## src/rtl/conv_pass_sequencer.sv

```systemverilog
// Convolution loop-nest sequencer: one fetch window beat per step; optional CONV_SEQ_PERF_EN adds beat/stall counters.
// First beat 2 cycles after layer_start, then one beat per cycle; all beat outputs hold while win_valid && !win_ready.
`timescale 1ns/1ps
module conv_pass_sequencer #(
   parameter int SA_N = 4
) (
   input  logic            clk,
   input  logic            reset,
   input  logic            layer_start,
   input  logic [15:0]     mat_size,
   input  logic [15:0]     in_ch,
   input  logic [15:0]     out_ch,
   input  logic [15:0]     kernel_h,
   input  logic [15:0]     kernel_w,
   input  logic [15:0]     stride_h,
   input  logic [15:0]     stride_w,
   input  logic            sta_drained,
   output logic            win_valid,
   input  logic            win_ready,
   output logic [15:0]     win_row,
   output logic [15:0]     win_col,
   output logic [15:0]     win_ic,
   output logic [15:0]     win_oc_base,
   output logic [SA_N-1:0] win_oc_mask,
   output logic            win_acc_first,
   output logic            win_acc_last,
   output logic            sta_idle,
   output logic            done,
   output logic            err
`ifdef CONV_SEQ_PERF_EN
   ,
   output logic [31:0]     perf_beats,
   output logic [31:0]     perf_stall
`endif
);

   localparam logic [2:0] S_IDLE  = 3'd0;
   localparam logic [2:0] S_CHECK = 3'd1;
   localparam logic [2:0] S_ISSUE = 3'd2;
   localparam logic [2:0] S_DRAIN = 3'd3;
   localparam logic [2:0] S_DONE  = 3'd4;

   logic [2:0]  state;
   logic [15:0] p_mat, p_in_ch, p_out_ch, p_kh, p_kw, p_sh, p_sw;
   logic [15:0] ic, kc, kr, c0, r0, oc_base;

   logic ic_last, kc_last, kr_last, c0_more, r0_more, oc_more;
   logic adv, final_beat, load_beat, params_bad, accept;
   logic [15:0] n_ic, n_kc, n_kr, n_c0, n_r0, n_oc;
   logic n_first, n_last;
   logic [SA_N-1:0] n_mask;

   assign accept = (state == S_IDLE) && layer_start;

   // Bound sums carry an extra bit so large parameters cannot wrap.
   always_comb begin
      ic_last    = ({1'b0, ic} + 17'd1) == {1'b0, p_in_ch};
      kc_last    = ({1'b0, kc} + 17'd1) == {1'b0, p_kw};
      kr_last    = ({1'b0, kr} + 17'd1) == {1'b0, p_kh};
      c0_more    = ({1'b0, c0} + {1'b0, p_sw} + {1'b0, p_kw}) <= {1'b0, p_mat};
      r0_more    = ({1'b0, r0} + {1'b0, p_sh} + {1'b0, p_kh}) <= {1'b0, p_mat};
      oc_more    = ({1'b0, oc_base} + 17'(SA_N)) < {1'b0, p_out_ch};
      adv        = (state == S_ISSUE) && win_valid && win_ready;
      final_beat = ic_last && kc_last && kr_last && !c0_more && !r0_more && !oc_more;
      params_bad = (p_kh > p_mat) || (p_kw > p_mat) || (p_in_ch == 16'd0) ||
                   (p_out_ch == 16'd0) || (p_kh == 16'd0) || (p_kw == 16'd0) ||
                   (p_sh == 16'd0) || (p_sw == 16'd0);
      load_beat  = ((state == S_CHECK) && !params_bad) || (adv && !final_beat);
   end

   // Counter cascade: innermost ic first, carrying out to oc_base.
   always_comb begin
      n_ic = ic;
      n_kc = kc;
      n_kr = kr;
      n_c0 = c0;
      n_r0 = r0;
      n_oc = oc_base;
      if (adv) begin
         n_ic = ic_last ? 16'd0 : ic + 16'd1;
         if (ic_last) begin
            n_kc = kc_last ? 16'd0 : kc + 16'd1;
            if (kc_last) begin
               n_kr = kr_last ? 16'd0 : kr + 16'd1;
               if (kr_last) begin
                  n_c0 = c0_more ? c0 + p_sw : 16'd0;
                  if (!c0_more) begin
                     n_r0 = r0_more ? r0 + p_sh : 16'd0;
                     if (!r0_more && oc_more) begin
                        n_oc = oc_base + 16'(SA_N);
                     end
                  end
               end
            end
         end
      end
   end

   always_comb begin
      n_mask  = '0;
      n_first = (n_ic == 16'd0) && (n_kc == 16'd0) && (n_kr == 16'd0);
      n_last  = (({1'b0, n_ic} + 17'd1) == {1'b0, p_in_ch}) &&
                (({1'b0, n_kc} + 17'd1) == {1'b0, p_kw}) &&
                (({1'b0, n_kr} + 17'd1) == {1'b0, p_kh});
      for (int i = 0; i < SA_N; i++) begin
         n_mask[i] = ({1'b0, n_oc} + 17'(i)) < {1'b0, p_out_ch};
      end
   end

   always_ff @(posedge clk or posedge reset) begin
      if (reset) begin
         state     <= S_IDLE;
         sta_idle  <= 1'b1;
         done      <= 1'b0;
         err       <= 1'b0;
         win_valid <= 1'b0;
         p_mat     <= '0;
         p_in_ch   <= '0;
         p_out_ch  <= '0;
         p_kh      <= '0;
         p_kw      <= '0;
         p_sh      <= '0;
         p_sw      <= '0;
      end else begin
         done <= 1'b0;
         err  <= 1'b0;
         case (state)
            S_IDLE: begin
               if (layer_start) begin
                  p_mat    <= mat_size;
                  p_in_ch  <= in_ch;
                  p_out_ch <= out_ch;
                  p_kh     <= kernel_h;
                  p_kw     <= kernel_w;
                  p_sh     <= stride_h;
                  p_sw     <= stride_w;
                  sta_idle <= 1'b0;
                  state    <= S_CHECK;
               end
            end
            S_CHECK: begin
               if (params_bad) begin
                  err      <= 1'b1;
                  sta_idle <= 1'b1;
                  state    <= S_IDLE;
               end else begin
                  win_valid <= 1'b1;
                  state     <= S_ISSUE;
               end
            end
            S_ISSUE: begin
               if (adv && final_beat) begin
                  win_valid <= 1'b0;
                  state     <= S_DRAIN;
               end
            end
            S_DRAIN: begin
               if (sta_drained) begin
                  done     <= 1'b1;
                  sta_idle <= 1'b1;
                  state    <= S_DONE;
               end
            end
            S_DONE: begin
               state <= S_IDLE;
            end
            default: begin
               win_valid <= 1'b0;
               sta_idle  <= 1'b1;
               state     <= S_IDLE;
            end
         endcase
      end
   end

   always_ff @(posedge clk or posedge reset) begin
      if (reset) begin
         ic            <= '0;
         kc            <= '0;
         kr            <= '0;
         c0            <= '0;
         r0            <= '0;
         oc_base       <= '0;
         win_row       <= '0;
         win_col       <= '0;
         win_ic        <= '0;
         win_oc_base   <= '0;
         win_oc_mask   <= '0;
         win_acc_first <= 1'b0;
         win_acc_last  <= 1'b0;
      end else if (accept) begin
         ic      <= '0;
         kc      <= '0;
         kr      <= '0;
         c0      <= '0;
         r0      <= '0;
         oc_base <= '0;
      end else if (load_beat) begin
         ic            <= n_ic;
         kc            <= n_kc;
         kr            <= n_kr;
         c0            <= n_c0;
         r0            <= n_r0;
         oc_base       <= n_oc;
         win_row       <= n_r0 + n_kr;
         win_col       <= n_c0 + n_kc;
         win_ic        <= n_ic;
         win_oc_base   <= n_oc;
         win_oc_mask   <= n_mask;
         win_acc_first <= n_first;
         win_acc_last  <= n_last;
      end
   end

`ifdef CONV_SEQ_PERF_EN
   always_ff @(posedge clk or posedge reset) begin
      if (reset) begin
         perf_beats <= '0;
         perf_stall <= '0;
      end else if (accept) begin
         perf_beats <= '0;
         perf_stall <= '0;
      end else begin
         if (win_valid && win_ready && (perf_beats != 32'hFFFF_FFFF)) begin
            perf_beats <= perf_beats + 32'd1;
         end
         if (win_valid && !win_ready && (perf_stall != 32'hFFFF_FFFF)) begin
            perf_stall <= perf_stall + 32'd1;
         end
      end
   end
`endif

endmodule
```

## config.mk

```make
export PLATFORM = sky130hd
export DESIGN_NAME = conv_pass_sequencer
export DESIGN_NICKNAME = d
export VERILOG_FILES = /design/src/rtl/conv_pass_sequencer.sv
export SDC_FILE = /design/constraint.sdc
export NUM_CORES = 1
export LEC_CHECK = 0
export BUFFER_PORTS_ARGS = -buffer_cell sky130_fd_sc_hd__buf_2
export CAP_MARGIN = 20
export CORE_ASPECT_RATIO = 0.75
export CORE_MARGIN = 8
export CORE_UTILIZATION = 56
export CTS_CLUSTER_DIAMETER = 100
export CTS_CLUSTER_SIZE = 16
export DETAILED_ROUTE_END_ITERATION = 16
export GPL_TIMING_DRIVEN = 0
export PLACE_DENSITY = 0.78
export SYNTH_ARGS = -nofsm -noshare
export SYNTH_HDL_FRONTEND = slang
export SYNTH_SLANG_ARGS = --single-unit
```

## constraint.sdc

```tcl
create_clock -name clk -period 7.4 [get_ports clk]
set_input_delay 0.37 -clock clk [delete_from_list [all_inputs] [get_ports clk]]
set_output_delay 0.37 -clock clk [all_outputs]
set_load 0.02 [all_outputs]
```

==> impl_summary.md <==
Placement
The HPWL after detailed placement is ~68000 µm. Routability-driven placement finished with a final weighted congestion of ~1. In this run the cell area measured after placement is 25620 µm². Port buffering added roughly 190 buffers.

Timing
For the finished layout, the period the worst path requires is 7.790 ns. The final count of hold timing violations is 1. Between clock sinks in the finished design, the worst skew comes to ~0.029 ns.

Setup repair after global routing could not meet its margin everywhere. Measured against its own limit, the worst slew margin works out to 0.2477. The number of slew-limit violations in the final report is 0. For the pin with the worst max-slew slack, the measured transition is roughly 1.1 ns. The achievable frequency is ~130 MHz. Across all setup checks in the final design, the least slack found is -0.3903 ns.

The setup violation total in the final timing report is 8. The share of the clock period used by the worst path after layout is 1.053. The tightest hold path in the finished design has a slack of -0.003904 ns. The final setup TNS is -1.160 ns.

Routing
The antenna violation net count after detailed routing is 0. The number of optimization iterations in the first detailed-route pass is 6. The final routed wirelength across all metal layers is about 90000 µm.

The number of remaining DRC errors is 0. The first routing iteration left between 2000 and 3000 violations. The post-detailed-route via-to-cell ratio is 6.343. The total number of vias is 24220. The post-detailed-route wirelength per cell is ~24 µm.

Synthesis
For this run, the leading register cell type out of synthesis is sky130_fd_sc_hd__dfrtp_1. Counting flops with an async set or reset pin after synthesis yields a share of 1.000. The biggest area consumer among synthesized cells is sky130_fd_sc_hd__dfrtp_1. The cell count after synthesis is slightly below 3000. In this run, synthesis produced a sequential element count of approximately 280.

By area the synthesized netlist is led by sky130_fd_sc_hd__dfrtp_1 30%, sky130_fd_sc_hd__ha_1 11%, sky130_fd_sc_hd__nand2_1 8.4%. The warning count from the yosys run is 0. The number of flops mapped to enable cells by yosys is 0. The number of distinct library cell variants in the gate-level netlist after synthesis is 90. The register area share after synthesis is 0.2962. The average instance in the mapped netlist occupies around 8 µm². The top cell type's share of synthesized area is 0.2951. The synthesized area is 23750 µm².

Setup path
The highest net fanout along the worst path is 4. The kind of start point of the critical path is a flip-flop. The critical path start-end classification is reg -> reg. The worst flop-to-flop path endpoint is win_row[14]$_DFFE_PP0P_. The required time at the endpoint of the critical path is around 7.8 ns. The dominant cell type by count on the critical path is sky130_fd_sc_hd__a21oi_2. The setup check on the worst reg-to-reg path leaves a slack of -0.39 ns. The origin of the critical flop-to-flop path is p_kw[1]$_DFFE_PP0P_. STA classifies the critical path endpoint as a flip-flop. The slowest stage of the critical path is the sky130_fd_sc_hd__fa_1 cell. STA puts the critical path data arrival time at between 8 and 9 ns.

The count of cells along the worst register-to-register path is 43. For this run, the slowest stage of the critical path takes slightly below 0.5 ns.

Floorplanning
The die is between 150 and 200 µm tall. The initial standard-cell utilization of the core is 0.5658. The die width is approximately 250 µm. about 190 I/O pins were placed. The number of cell rows is between 60 and 70. The area of the placeable core is between 40000 and 50000 µm². The die footprint is between 40000 and 50000 µm².

Cells and area
The number of inserted filler cells in the final layout is around 3500. The library cell used most frequently in the layout, excluding fill and tap cells, is sky130_fd_sc_hd__nand2_1. The fraction of final layout cells with drive strength greater than 1 is 0.1582.

The library cells used most frequently in the layout, excluding fill and tap cells, are 527 x sky130_fd_sc_hd__nand2_1, 268 x sky130_fd_sc_hd__dfrtp_1, 203 x sky130_fd_sc_hd__ha_1. Summing all multi-input logic gate instances after layout gives 16310 µm². The utilization after layout is 0.6658. At the end of the flow, the number of nets in the layout was between 3000 and 4000. With fillers left out, the area of the finished cells amounts to approximately 28000 µm². The synthesis-to-finish area growth is 17.66%.

Across the whole layout, storage elements account for 7048 µm².

Power and ir drop
The switching power as a share of total power is 0.3299. The part of the power in combinational logic is 0.267. The share of total power dissipated in the clock network is 0.300. The worst vdd rail ir drop is 162.2 µV. The total power consumption of the routed design is between 3 and 4 mW. Power spread over the standard cell area amounts to 138.1 nW/µm². The portion of total power attributed to sequential cells is 0.433. The internal power consumption is between 2 and 3 mW.

Summed over all nets, the switching power comes to 1.273 mW. The analysis attributes to cell leakage a power of ~14 nW.

Clocking
The tree is rooted in a sky130_fd_sc_hd__clkbuf_16. In this run the number of H-tree levels came out at 1. CTS saw roughly 280 sinks. TritonCTS built the clock tree. The clock insertion delay at the later pin of the skew report is around 0.57 ns. Clock-pin slew was measured on the worst setup and hold paths at 0.08 ns. The deepest clock path buffer count is 3. Buffers inserted during clock tree synthesis total 21.

Global route
The number of antenna violations at the first check in global routing is 1. Across every metal layer, demand over resource in global routing totals 0.3495. The final global-route overflow total is 0. Entering global routing, the biggest net connects between 40 and 50 pins. The first-pass GRT wire length is ~140000 µm. The number of global-route vias before repair came to about 24000.

Status
The final reports fail on hold timing, setup timing. The run finished, with violations left.

Worst hold path
The tightest min-delay check is of the in -> reg type. The worst hold path was traced through 3 stages. The worst min-delay path endpoint is p_kh[11]$_DFFE_PP0P_. The startpoint of the tightest hold check path is kernel_h[11].

Flow run
The number of maximum-capacitance constraint violations is 0.
## worst max path at each step
| stage | endpoint | slack (ns) | startpoint | depth (start not counted) |
|---|---|---|---|---|
| 4_1_cts | win_oc_mask[0]$_DFFE_PP0P_ | -0.004 | p_sh[1]$_DFFE_PP0P_ | 44 |
| 6_report | win_row[14]$_DFFE_PP0P_ | -0.39 | p_kw[1]$_DFFE_PP0P_ | 43 |
| 2_1_floorplan | win_oc_mask[0]$_DFFE_PP0P_ | -0.03 | p_kw[1]$_DFFE_PP0P_ | 42 |
| 3_3_place_gp | win_oc_base[3]$_DFFE_PP0P_ | -1.66 | p_kh[3]$_DFFE_PP0P_ | 29 |
| 3_5_place_dp | win_col[15]$_DFFE_PP0P_ | -1.72 | ic[2]$_DFFE_PP0P_ | 29 |
| 5_1_grt | win_row[14]$_DFFE_PP0P_ | -0.78 | p_kw[1]$_DFFE_PP0P_ | 45 |
## cells in the mapped netlist (14+ instances only)
master / n
sky130_fd_sc_hd__ha_1: 213
sky130_fd_sc_hd__fa_1: 38
sky130_fd_sc_hd__nor3_1: 53
sky130_fd_sc_hd__a21oi_1: 166
sky130_fd_sc_hd__o31ai_1: 21
sky130_fd_sc_hd__xnor2_1: 172
sky130_fd_sc_hd__mux2_2: 20
sky130_fd_sc_hd__nand3_1: 108
sky130_fd_sc_hd__nand2_1: 532
sky130_fd_sc_hd__dfrtp_1: 280
sky130_fd_sc_hd__inv_1: 110
sky130_fd_sc_hd__nand2b_1: 36
sky130_fd_sc_hd__nor2b_1: 34
sky130_fd_sc_hd__xor2_1: 83
sky130_fd_sc_hd__o21bai_1: 30
sky130_fd_sc_hd__nor2_1: 141
sky130_fd_sc_hd__clkbuf_1: 131
sky130_fd_sc_hd__a22o_1: 14
sky130_fd_sc_hd__a21o_1: 60
sky130_fd_sc_hd__o21a_1: 26
sky130_fd_sc_hd__nand4_1: 58
sky130_fd_sc_hd__o21ai_0: 205
sky130_fd_sc_hd__and2_1: 17
sky130_fd_sc_hd__and3_1: 42
sky130_fd_sc_hd__or3_1: 14
sky130_fd_sc_hd__nor4_1: 52
## area by class of cell
cell class	instances	area share
antenna	1	0.00008957
buffer	154	0.02459
clock buffer	27	0.01961
clock inverter	3	0.001567
inverter	111	0.01505
multi-input combinational	2352	0.5838
sequential	281	0.2523
tap	569	0.02548
timing repair buffer	321	0.07752
## per-stage QoR
stage          worst slack [ns]  instances
6_report                -0.3903       3819
5_1_grt                 -0.7778       3818
4_1_cts               -0.004155       3785
3_5_place_dp             -1.716       3666
3_3_place_gp             -1.657       3656
2_1_floorplan          -0.02873       2899
## per-layer routing
metal  GRT usage  vias up  wire (µm)
met5     0.01937        -        141
li1            -    10890          -
met1      0.4650    11710      36310
met4      0.1343        4       4139
met2      0.5396     1350      39610
met3     0.09012      269      10110
## power groups by stage
stage | combinational [mW] | clock, mW | sequential [mW]
2_1_floorplan | 0.559 | 0 | 1.74
4_1_cts | 0.974 | 1.16 | 1.67
3_3_place_gp | 0.851 | 0 | 1.69
3_5_place_dp | 0.890 | 0 | 1.70
6_report | 1.03 | 1.16 | 1.67
5_1_grt | 1.11 | 1.20 | 1.68
## repair_timing
action / 4_1_cts / 5_1_grt
pin swaps: 63 / 93
buffers inserted: 54 / 35
endpoints found under the setup margin: 123 / 122
hold buffers: 35 / 0
gates resized for setup: 108 / 128
endpoints found under the hold margin: 118 / 0
## kinds of logic after synthesis
kind of cell	count (synthesis)	share of synthesized area
mux	28	0.01286
buf+inv	266	0.04289
flops	281	0.2962
compound gates	647	0.1713
simple gates	1167	0.2364
xor+xnor	257	0.09595
other cells	1	0.0001579
fa+ha+maj	251	0.1443
## critical path: cells and delay by family, from the launching register on
kind / cells / cell delay (ns)
compound gates: 23 / 3.53
fa+ha+maj: 6 / 1.90
simple gates: 9 / 0.92
flops: 1 / 0.45
xor+xnor: 2 / 0.41
buf+inv: 3 / 0.39
No activity file was read; power rests on OpenSTA's default activity.
